<file path="src/rtl/rnf_excl_seq_tracker_pkg.sv">
// Shared CHI-E field widths, opcodes, RespErr codes and per-LP exclusive FSM encoding
// for the requester-side exclusive sequencer.
package rnf_excl_seq_tracker_pkg;

  localparam int LPID_W             = 5;
  localparam int ADDR_W             = 48;
  localparam int TXNID_W            = 12;
  localparam int OPCODE_W           = 7;
  localparam int CACHE_BLOCK_OFFSET = 6;
  localparam int LINE_W             = ADDR_W - CACHE_BLOCK_OFFSET;

  localparam logic [OPCODE_W-1:0] OP_READNOSNP      = 7'h04;
  localparam logic [OPCODE_W-1:0] OP_WRITENOSNPFULL = 7'h1D;

  localparam logic [1:0] RESPERR_OK     = 2'b00;
  localparam logic [1:0] RESPERR_EXOKAY = 2'b01;

  typedef enum logic [1:0] {
    LP_IDLE    = 2'd0,
    LP_LD_PEND = 2'd1,
    LP_RSVD    = 2'd2,
    LP_ST_PEND = 2'd3
  } lp_state_t;

  // One outstanding exclusive per LP, so the LPID alone names the transaction.
  function automatic logic [TXNID_W-1:0] lpid_to_txnid(input logic [LPID_W-1:0] lpid);
    return {{(TXNID_W-LPID_W){1'b0}}, lpid};
  endfunction

endpackage

</file>
<file path="src/rtl/rnf_excl_lp_entry.sv">
// One LP's exclusive-access state and reserved line; exports busy/reserved and
// request/snoop line matches. State change is visible the cycle after its trigger.
module rnf_excl_lp_entry
  import rnf_excl_seq_tracker_pkg::*;
(
  input  logic              clk,
  input  logic              rst,
  input  logic              ld_go,
  input  logic              st_go,
  input  logic              st_fail,
  input  logic              rsp_hit,
  input  logic              rsp_exokay,
  input  logic              snp_inv_valid,
  input  logic [LINE_W-1:0] snp_line,
  input  logic [LINE_W-1:0] req_line,
  output logic              busy,
  output logic              reserved,
  output logic              req_match,
  output logic              snp_hit
);

  lp_state_t         state, state_nxt;
  logic [LINE_W-1:0] line, line_nxt;

  assign busy      = (state == LP_LD_PEND) || (state == LP_ST_PEND);
  assign reserved  = (state == LP_RSVD);
  assign req_match = reserved && (line == req_line);
  assign snp_hit   = snp_inv_valid && reserved && (line == snp_line);

  always_ff @(posedge clk or posedge rst) begin
    if (rst) begin
      state <= LP_IDLE;
      line  <= '0;
    end else begin
      state <= state_nxt;
      line  <= line_nxt;
    end
  end

  // Responses and request acceptance never coincide: the top stalls requests under rsp_valid.
  always_comb begin
    state_nxt = state;
    line_nxt  = line;
    if (rsp_hit) begin
      case (state)
        LP_LD_PEND: state_nxt = rsp_exokay ? LP_RSVD : LP_IDLE;
        LP_ST_PEND: state_nxt = LP_IDLE;
        default:    state_nxt = state;
      endcase
    end else if (ld_go) begin
      state_nxt = LP_LD_PEND;
      line_nxt  = req_line;
    end else if (st_go) begin
      state_nxt = LP_ST_PEND;
    end else if (st_fail || snp_hit) begin
      state_nxt = LP_IDLE;
    end
  end

endmodule

</file>
<file path="src/rtl/rnf_excl_seq_tracker.sv">
// Exclusive load/store sequencer: one reservation per LPID, Excl flits to TXREQ, pass/fail to core.
// Flit and result are registered (1 cycle); core_req_ready drops for busy LP, full flit slot, or rsp_valid.
module rnf_excl_seq_tracker
  import rnf_excl_seq_tracker_pkg::*;
#(
  parameter int NUM_LP = 4
) (
  input  logic                clk,
  input  logic                rst,
  input  logic                core_req_valid,
  output logic                core_req_ready,
  input  logic [LPID_W-1:0]   core_req_lpid,
  input  logic                core_req_store,
  input  logic [ADDR_W-1:0]   core_req_addr,
  output logic                txreq_valid,
  input  logic                txreq_ready,
  output logic [OPCODE_W-1:0] txreq_opcode,
  output logic                txreq_excl,
  output logic [LPID_W-1:0]   txreq_lpid,
  output logic [ADDR_W-1:0]   txreq_addr,
  output logic [TXNID_W-1:0]  txreq_txnid,
  input  logic                rsp_valid,
  input  logic [LPID_W-1:0]   rsp_lpid,
  input  logic [1:0]          rsp_resperr,
  input  logic                snp_inv_valid,
  input  logic [ADDR_W-1:0]   snp_inv_addr,
  output logic                excl_result_valid,
  output logic [LPID_W-1:0]   excl_result_lpid,
  output logic                excl_result_pass
);

  localparam int IDX_W = (NUM_LP > 1) ? $clog2(NUM_LP) : 1;

  logic [NUM_LP-1:0] lp_busy, lp_rsvd, lp_match, lp_snp_hit, lp_sel, lp_rsp;
  logic [IDX_W-1:0]  req_idx, rsp_idx;
  logic              req_in_range, rsp_in_range;
  logic              acc, ld_go, st_go, st_fail, store_ok, rsp_acc, rsp_exokay;

  assign req_idx      = core_req_lpid[IDX_W-1:0];
  assign rsp_idx      = rsp_lpid[IDX_W-1:0];
  assign req_in_range = {1'b0, core_req_lpid} < (LPID_W+1)'(NUM_LP);
  assign rsp_in_range = {1'b0, rsp_lpid} < (LPID_W+1)'(NUM_LP);
  assign rsp_exokay   = (rsp_resperr == RESPERR_EXOKAY);

  // Untracked LPIDs are never accepted.
  assign core_req_ready = req_in_range && !lp_busy[req_idx] &&
                          (!txreq_valid || txreq_ready) && !rsp_valid;

  // A same-cycle snoop hit on the target line clears the reservation before the store sees it.
  assign store_ok = lp_match[req_idx] && !lp_snp_hit[req_idx];
  assign acc      = core_req_valid && core_req_ready;
  assign ld_go    = acc && !core_req_store;
  assign st_go    = acc && core_req_store && store_ok;
  assign st_fail  = acc && core_req_store && !store_ok;
  assign rsp_acc  = rsp_valid && rsp_in_range && lp_busy[rsp_idx];

  for (genvar i = 0; i < NUM_LP; i++) begin : g_lp
    assign lp_sel[i] = req_in_range && (req_idx == IDX_W'(i));
    assign lp_rsp[i] = rsp_valid && (rsp_lpid == LPID_W'(i));

    rnf_excl_lp_entry u_entry (
      .clk           (clk),
      .rst           (rst),
      .ld_go         (ld_go && lp_sel[i]),
      .st_go         (st_go && lp_sel[i]),
      .st_fail       (st_fail && lp_sel[i]),
      .rsp_hit       (lp_rsp[i]),
      .rsp_exokay    (rsp_exokay),
      .snp_inv_valid (snp_inv_valid),
      .snp_line      (snp_inv_addr[ADDR_W-1:CACHE_BLOCK_OFFSET]),
      .req_line      (core_req_addr[ADDR_W-1:CACHE_BLOCK_OFFSET]),
      .busy          (lp_busy[i]),
      .reserved      (lp_rsvd[i]),
      .req_match     (lp_match[i]),
      .snp_hit       (lp_snp_hit[i])
    );
  end

  assign txreq_excl = txreq_valid;

  always_ff @(posedge clk or posedge rst) begin
    if (rst) begin
      txreq_valid  <= 1'b0;
      txreq_opcode <= '0;
      txreq_lpid   <= '0;
      txreq_addr   <= '0;
      txreq_txnid  <= '0;
    end else if (ld_go || st_go) begin
      txreq_valid  <= 1'b1;
      txreq_opcode <= ld_go ? OP_READNOSNP : OP_WRITENOSNPFULL;
      txreq_lpid   <= core_req_lpid;
      txreq_addr   <= core_req_addr;
      txreq_txnid  <= lpid_to_txnid(core_req_lpid);
    end else if (txreq_ready) begin
      txreq_valid  <= 1'b0;
    end
  end

  always_ff @(posedge clk or posedge rst) begin
    if (rst) begin
      excl_result_valid <= 1'b0;
      excl_result_lpid  <= '0;
      excl_result_pass  <= 1'b0;
    end else begin
      excl_result_valid <= rsp_acc || st_fail;
      if (rsp_acc) begin
        excl_result_lpid <= rsp_lpid;
        excl_result_pass <= rsp_exokay;
      end else if (st_fail) begin
        excl_result_lpid <= core_req_lpid;
        excl_result_pass <= 1'b0;
      end
    end
  end

endmodule

</file>
<file path="config.mk">
export PLATFORM = sky130hd
export DESIGN_NAME = rnf_excl_seq_tracker
export DESIGN_NICKNAME = d
export VERILOG_FILES = /design/src/rtl/rnf_excl_seq_tracker_pkg.sv /design/src/rtl/rnf_excl_lp_entry.sv /design/src/rtl/rnf_excl_seq_tracker.sv
export SDC_FILE = /design/constraint.sdc
export NUM_CORES = 1
export LEC_CHECK = 0
export BUFFER_PORTS_ARGS = -buffer_cell sky130_fd_sc_hd__buf_4
export CORE_ASPECT_RATIO = 1.1
export CORE_MARGIN = 1.5
export CORE_UTILIZATION = 35
export DETAILED_ROUTE_END_ITERATION = 7
export SYNTH_ARGS = -nofsm -noshare
export SYNTH_HDL_FRONTEND = slang
export SYNTH_SLANG_ARGS = --single-unit
</file>
<file path="constraint.sdc">
create_clock -name clk -period 16.55 [get_ports clk]
set_input_delay 3.31 -clock clk [delete_from_list [all_inputs] [get_ports clk]]
set_output_delay 3.31 -clock clk [all_outputs]
set_load 0.02 [all_outputs]
</file>
# Word-level counts from Yosys, hierarchy flattened
# Cells that the tools add are included.
[word_totals]
register_bits = 244
latch_bits = 0
mem_bits_rw = 0
mem_bits_ro = 0
in_bits = 115
n_memories = 0
[classes]
n_addsub = 0
mul = 0
div = 0
order_cmp = 4
eq_ne = 31
n_shift = 0
mux = 36
bitwise_logic = 4
n_reduce_logical = 76
[op_table]
columns = ["op", "n"]
rows = [
  ["42-bit equality test", 8],
  ["1-bit logical AND", 43],
  ["2-bit 2-to-1 mux", 17],
  ["2-bit equality test, second input constant", 10],
  ["2-bit case mux with 2 select lines", 4],
  ["2-bit AND reduction", 8],
  ["4-bit nonzero test", 4],
  ["5-bit 2-to-1 mux", 3],
  ["2-bit by 1-bit equality test with 1-bit output, second input constant", 6],
  ["3-bit inequality test, second input constant", 4],
  ["1-bit logical OR", 11],
  ["5-bit by 2-bit equality test with 1-bit output, second input constant", 2],
  ["5-bit by 3-bit less-than comparator with 1-bit output, second input constant", 2],
  ["1-bit binary-select mux with 2-bit select", 4],
  ["1-bit 2-to-1 mux", 8],
  ["1-bit logical NOT", 6],
  ["2-bit by 3-bit less-than comparator with 1-bit output, second input constant", 2],
  ["5-bit by 1-bit equality test with 1-bit output, second input constant", 1],
  ["5-bit logical NOT", 1],
  ["1-bit inverter", 4],
  ["2-bit nonzero test", 2],
  ["2-bit logical NOT", 1],
]

# Depth between registers and ports, before layout
[logic_depth]
depth_word = 17
depth_mapped = 11
ltp_nobuf = 8

# Cells and area by module
# Synthesis repeated with hierarchy kept, for this count alone.
[hier_totals]
cells_unflattened = 1091
area_unflattened_um2 = 13187.6
[modules_own_cells]
columns = ["module", "n_inst", "cells_each", "area_per_inst_um2", "seq_area_each_um2"]
rows = [
  ["rnf_excl_lp_entry", 4, 221, 2602.5, 1101.1],
  ["rnf_excl_seq_tracker", 1, 207, 2777.7, 1576.5],
]

# Least setup slack after synthesis
# Ideal clock, no wire load.
[synth_path]
kind = "in2out"
start = "in core_req_lpid[0]"
end = "out core_req_ready"
arrival_ps = 4484
required_ps = 13240
slack_ps = 8756
stages = 3
path_cell_list = "clkbuf_1 mux4_2 nor4_2"
[synth_via]
elab_chain_cells = 6
elab_cells_between_ends = 7
[synth_rtl]
columns = ["element", "line", "rtl"]
rows = [
  ["start, declared", "rnf_excl_seq_tracker.sv:12", "input logic [LPID_W-1:0] core_req_lpid,"],
  ["parallel branches: the longest is 3 deep, another holds 5-bit by 3-bit less-than comparator with 1-bit output", "n/a", ""],
  ["1-bit logical AND (*) (2 in a row)", "rnf_excl_seq_tracker.sv:46", "assign core_req_ready = req_in_range && !lp_busy[req_idx] &&"],
  ["1-bit logical AND (*)", "rnf_excl_seq_tracker.sv:47", "(!txreq_valid || txreq_ready) && !rsp_valid;"],
  ["end, declared", "rnf_excl_seq_tracker.sv:11", "output logic core_req_ready,"],
]
# Every way passes the cells marked *. The select of a mux whose other input is x is not followed.

# Final worst setup path
[layout_path]
start = "in core_req_lpid[1]"
end = "out core_req_ready"
# Same word-level chain as after synthesis.

==> reports/metrics.cfg <==
[synth]
yosys_warnings=0
ys_seq_elements=239
synth_flop_cell=dfrtp_1
synthTopCellsByArea=dfrtp_1 (45%), mux2_2 (15%), xnor2_1 (12%)
async_reset_ff_share_pct=100
ys_types=58
syn_area_um2=13400
seq_area_frac_synth_pct=44.6
synthCells=1124
synth_largest_area_cell=dfrtp_1
syn_avg_cell_area_um2=11.9
synth_edf_count=0
yosysTopAreaCellShare_pct=44.6

[placement]
post-dp-hpwl_um=33500
dpl.cell_count=1730
gp_congestion=0.945
numPortBuffers=180
place_area_um2=15000

[pwr]
power_switching_mw=0.423
clkPwrFrac_pct=43.9
peakVddDrop_mv=0.0728
p_leak_nw=7.52
p_sw_share_pct=26.8
powerDensity_nw_per_um2=98.4
comb_power_share_pct=15.6
p_int_mw=1.16
p_seq_share_pct=40.5

[grt]
grt_pass1_vias=9373
grtUsageTotal_pct=22.5
grt.busiest_layer=met2
met3_usage_pct=3.14
antenna_found_initial=2
met2_usage_pct=36.1
grt_max_degree=93
grt_overflow=0
grt_use_met1_pct=30.4
grt_pass1_wl_um=64100

[timing]
maxSlewViolCount=0
rsz0062_at_grt=false
clock_skew_ns=0.0184
slew_headroom_pct=18.6
min_period_over_period_pct=47.8
clock.fmax_mhz=126
hold_viol=0
layout_min_cycle_time_ns=7.92
finalSetupTns_ns=0
tightest_slew_ns=1.19
timing.hold.ws_ns=0.467
setup_violations=0

[hold_path]
hp-class=reg -> reg

[layout]
drive_above_1_share_pct=35.0
finalCoreUtilization_pct=42.4
final_area_um2=16100
post_layout_nonfiller_instances=1784
nets=1376
syn_to_final_growth_pct=19.7

[route]
postRouteAntennaNets=0
wirelength_um=44200
vias=9094
drt_iter0_markers=532
drc=0
wl_per_cell_um=24.8
vias_per_cell=5.10
drtPass1Iterations=5

[clocking]
h-tree-depth=1
cts.sinks=239
cts_tree=built
post_cts_buffers=0
cts-root-buf=clkbuf_16
postCtsHoldBufs=0
clk_pin_slew_ns=0.06
clock_latency_ns=0.56
cts_resized=0
numCtsBuffers=29
clock_path_buffers=3

[die]
core_area_um2=37900
io-pin-count=197
die_y_um=208
die_area_um2=39500
die_w_um=190
initial_core_util_pct=35.4
rows=75

[setup_path]
crit_arrival_ns=4.61
start_kind=primary input
crit_fanout=8
required_ns=13.24
crit_type=in -> out
cp-end-kind=output port

[flow_run]
max_cap_viol_count=0

[status]
outcome=finished clean

## layer usage
metal	wire length, µm	vias up
li1	-	4137
met1	19300	4590
met2	20800	295
met3	2290	72
met4	1810	0
met5	0	-
## final cells by class
| class | count | area, µm² |
|---|---|---|
| clock inverters | 9 | 179 |
| inverters | 6 | 30.0 |
| diodes | 3 | 7.51 |
| flip-flops and latches | 239 | 5980 |
| clock buffers | 42 | 855 |
| repair buffers | 187 | 1400 |
| fillers | 3649 | 21900 |
| multi-input cells | 798 | 6980 |
| well taps | 500 | 626 |
## layout by cell type, fill, tap and decap left out, types with 4 or more instances in the layout
cell / instances
buf_4: 187
o21ai_0: 4
mux2_2: 180
nor2_1: 24
xor2_1: 140
nor2b_1: 8
and3_1: 5
bufinv_16: 5
mux2_1: 18
dfrtp_1: 239
xnor2_1: 191
inv_1: 5
a21oi_1: 4
or3_1: 5
mux2_4: 20
clkbuf_8: 8
nand2b_1: 6
nor4_1: 40
nand2_1: 15
nand4_1: 53
nand3_1: 13
conb_1: 10
nor3_1: 10
clkbuf_16: 29
clkbuf_1: 5
## kinds of logic after synthesis
| family | Yosys count | share of synthesized area, % |
|---|---|---|
| AOI/OAI and AO/OA | 33 | 2.05 |
| xor gates and xnor gates | 331 | 21.6 |
| buffers and inverters | 96 | 3.71 |
| DFF | 239 | 44.6 |
| muxes | 221 | 19.2 |
| other | 1 | 0.0280 |
| and+or+nand+nor | 203 | 8.81 |
## synthesized netlist by cell type (all sizes together) (2+ instances only)
library cell,count
nand3,14
nand3b,3
nor2,24
o21a,2
nor3,10
nor4b,2
or2,5
or4,4
a21boi,2
a22o,2
a21oi,5
a31oi,3
dfrtp,239
buf,47
a2111oi,3
and3,5
clkbuf,43
mux2i,2
or3,5
nor4bb,2
xnor2,191
nand2b,6
nand4,53
mux2,218
nor2b,8
o21ai,4
o22a,2
nor4,41
xor2,140
inv,6
nand2,17
## worst max-delay path, cell delays in order
cell and delay, ns:
buf_4 0.14, mux4_2 0.52, nor4_2 0.41, buf_4 0.22
## through the flow
| step | setup slack (ns) | power, mW |
|---|---|---|
| 6_report | 8.63 | 1.58 |
| 2_1_floorplan | 6.68 | 0.784 |
| 3_5_place_dp | 8.61 | 0.897 |
| 5_1_grt | 8.56 | 1.64 |
| 3_3_place_gp | 8.64 | 0.895 |
| 4_1_cts | 8.61 | 1.60 |
## sequential cells by signal, summed over array words and instances, names as in the netlist
register	count
g_lp.u_entry.line	168
txreq_addr	48
g_lp.u_entry.state	8
excl_result_lpid	5
txreq_lpid	5
txreq_opcode	2
excl_result_pass	1
excl_result_valid	1
txreq_excl	1
## power groups by stage
| stage | sequential [mW] | combinational (mW) | clock (mW) |
|---|---|---|---|
| global route | 0.643 | 0.262 | 0.735 |
| floorplan | 0.675 | 0.109 | 0 |
| CTS | 0.639 | 0.249 | 0.711 |
| global placement | 0.648 | 0.247 | 0 |
| finish | 0.639 | 0.247 | 0.693 |
| detailed placement | 0.650 | 0.248 | 0 |
## worst paths after layout
| path | startpoint | end | slack (ns) | cells past startpoint |
|---|---|---|---|---|
| setup / recovery | core_req_lpid[1] | core_req_ready | 8.63 | 4 |
| hold / removal | txreq_opcode[2] | txreq_opcode[2] | 0.47 | 1 |
| setup reg to reg | g_lp[1].u_entry.line[37] | txreq_lpid[1] | 12.06 | 9 |
| hold reg to reg | txreq_opcode[2] | txreq_opcode[2] | 0.47 | 1 |
| max in group asynchronous | rst | g_lp[0].u_entry.line[29] | 11.31 | 4 |
| min in group asynchronous | rst | txreq_addr[3] | 2.81 | 2 |
No activity file was read; power rests on OpenSTA's default activity.
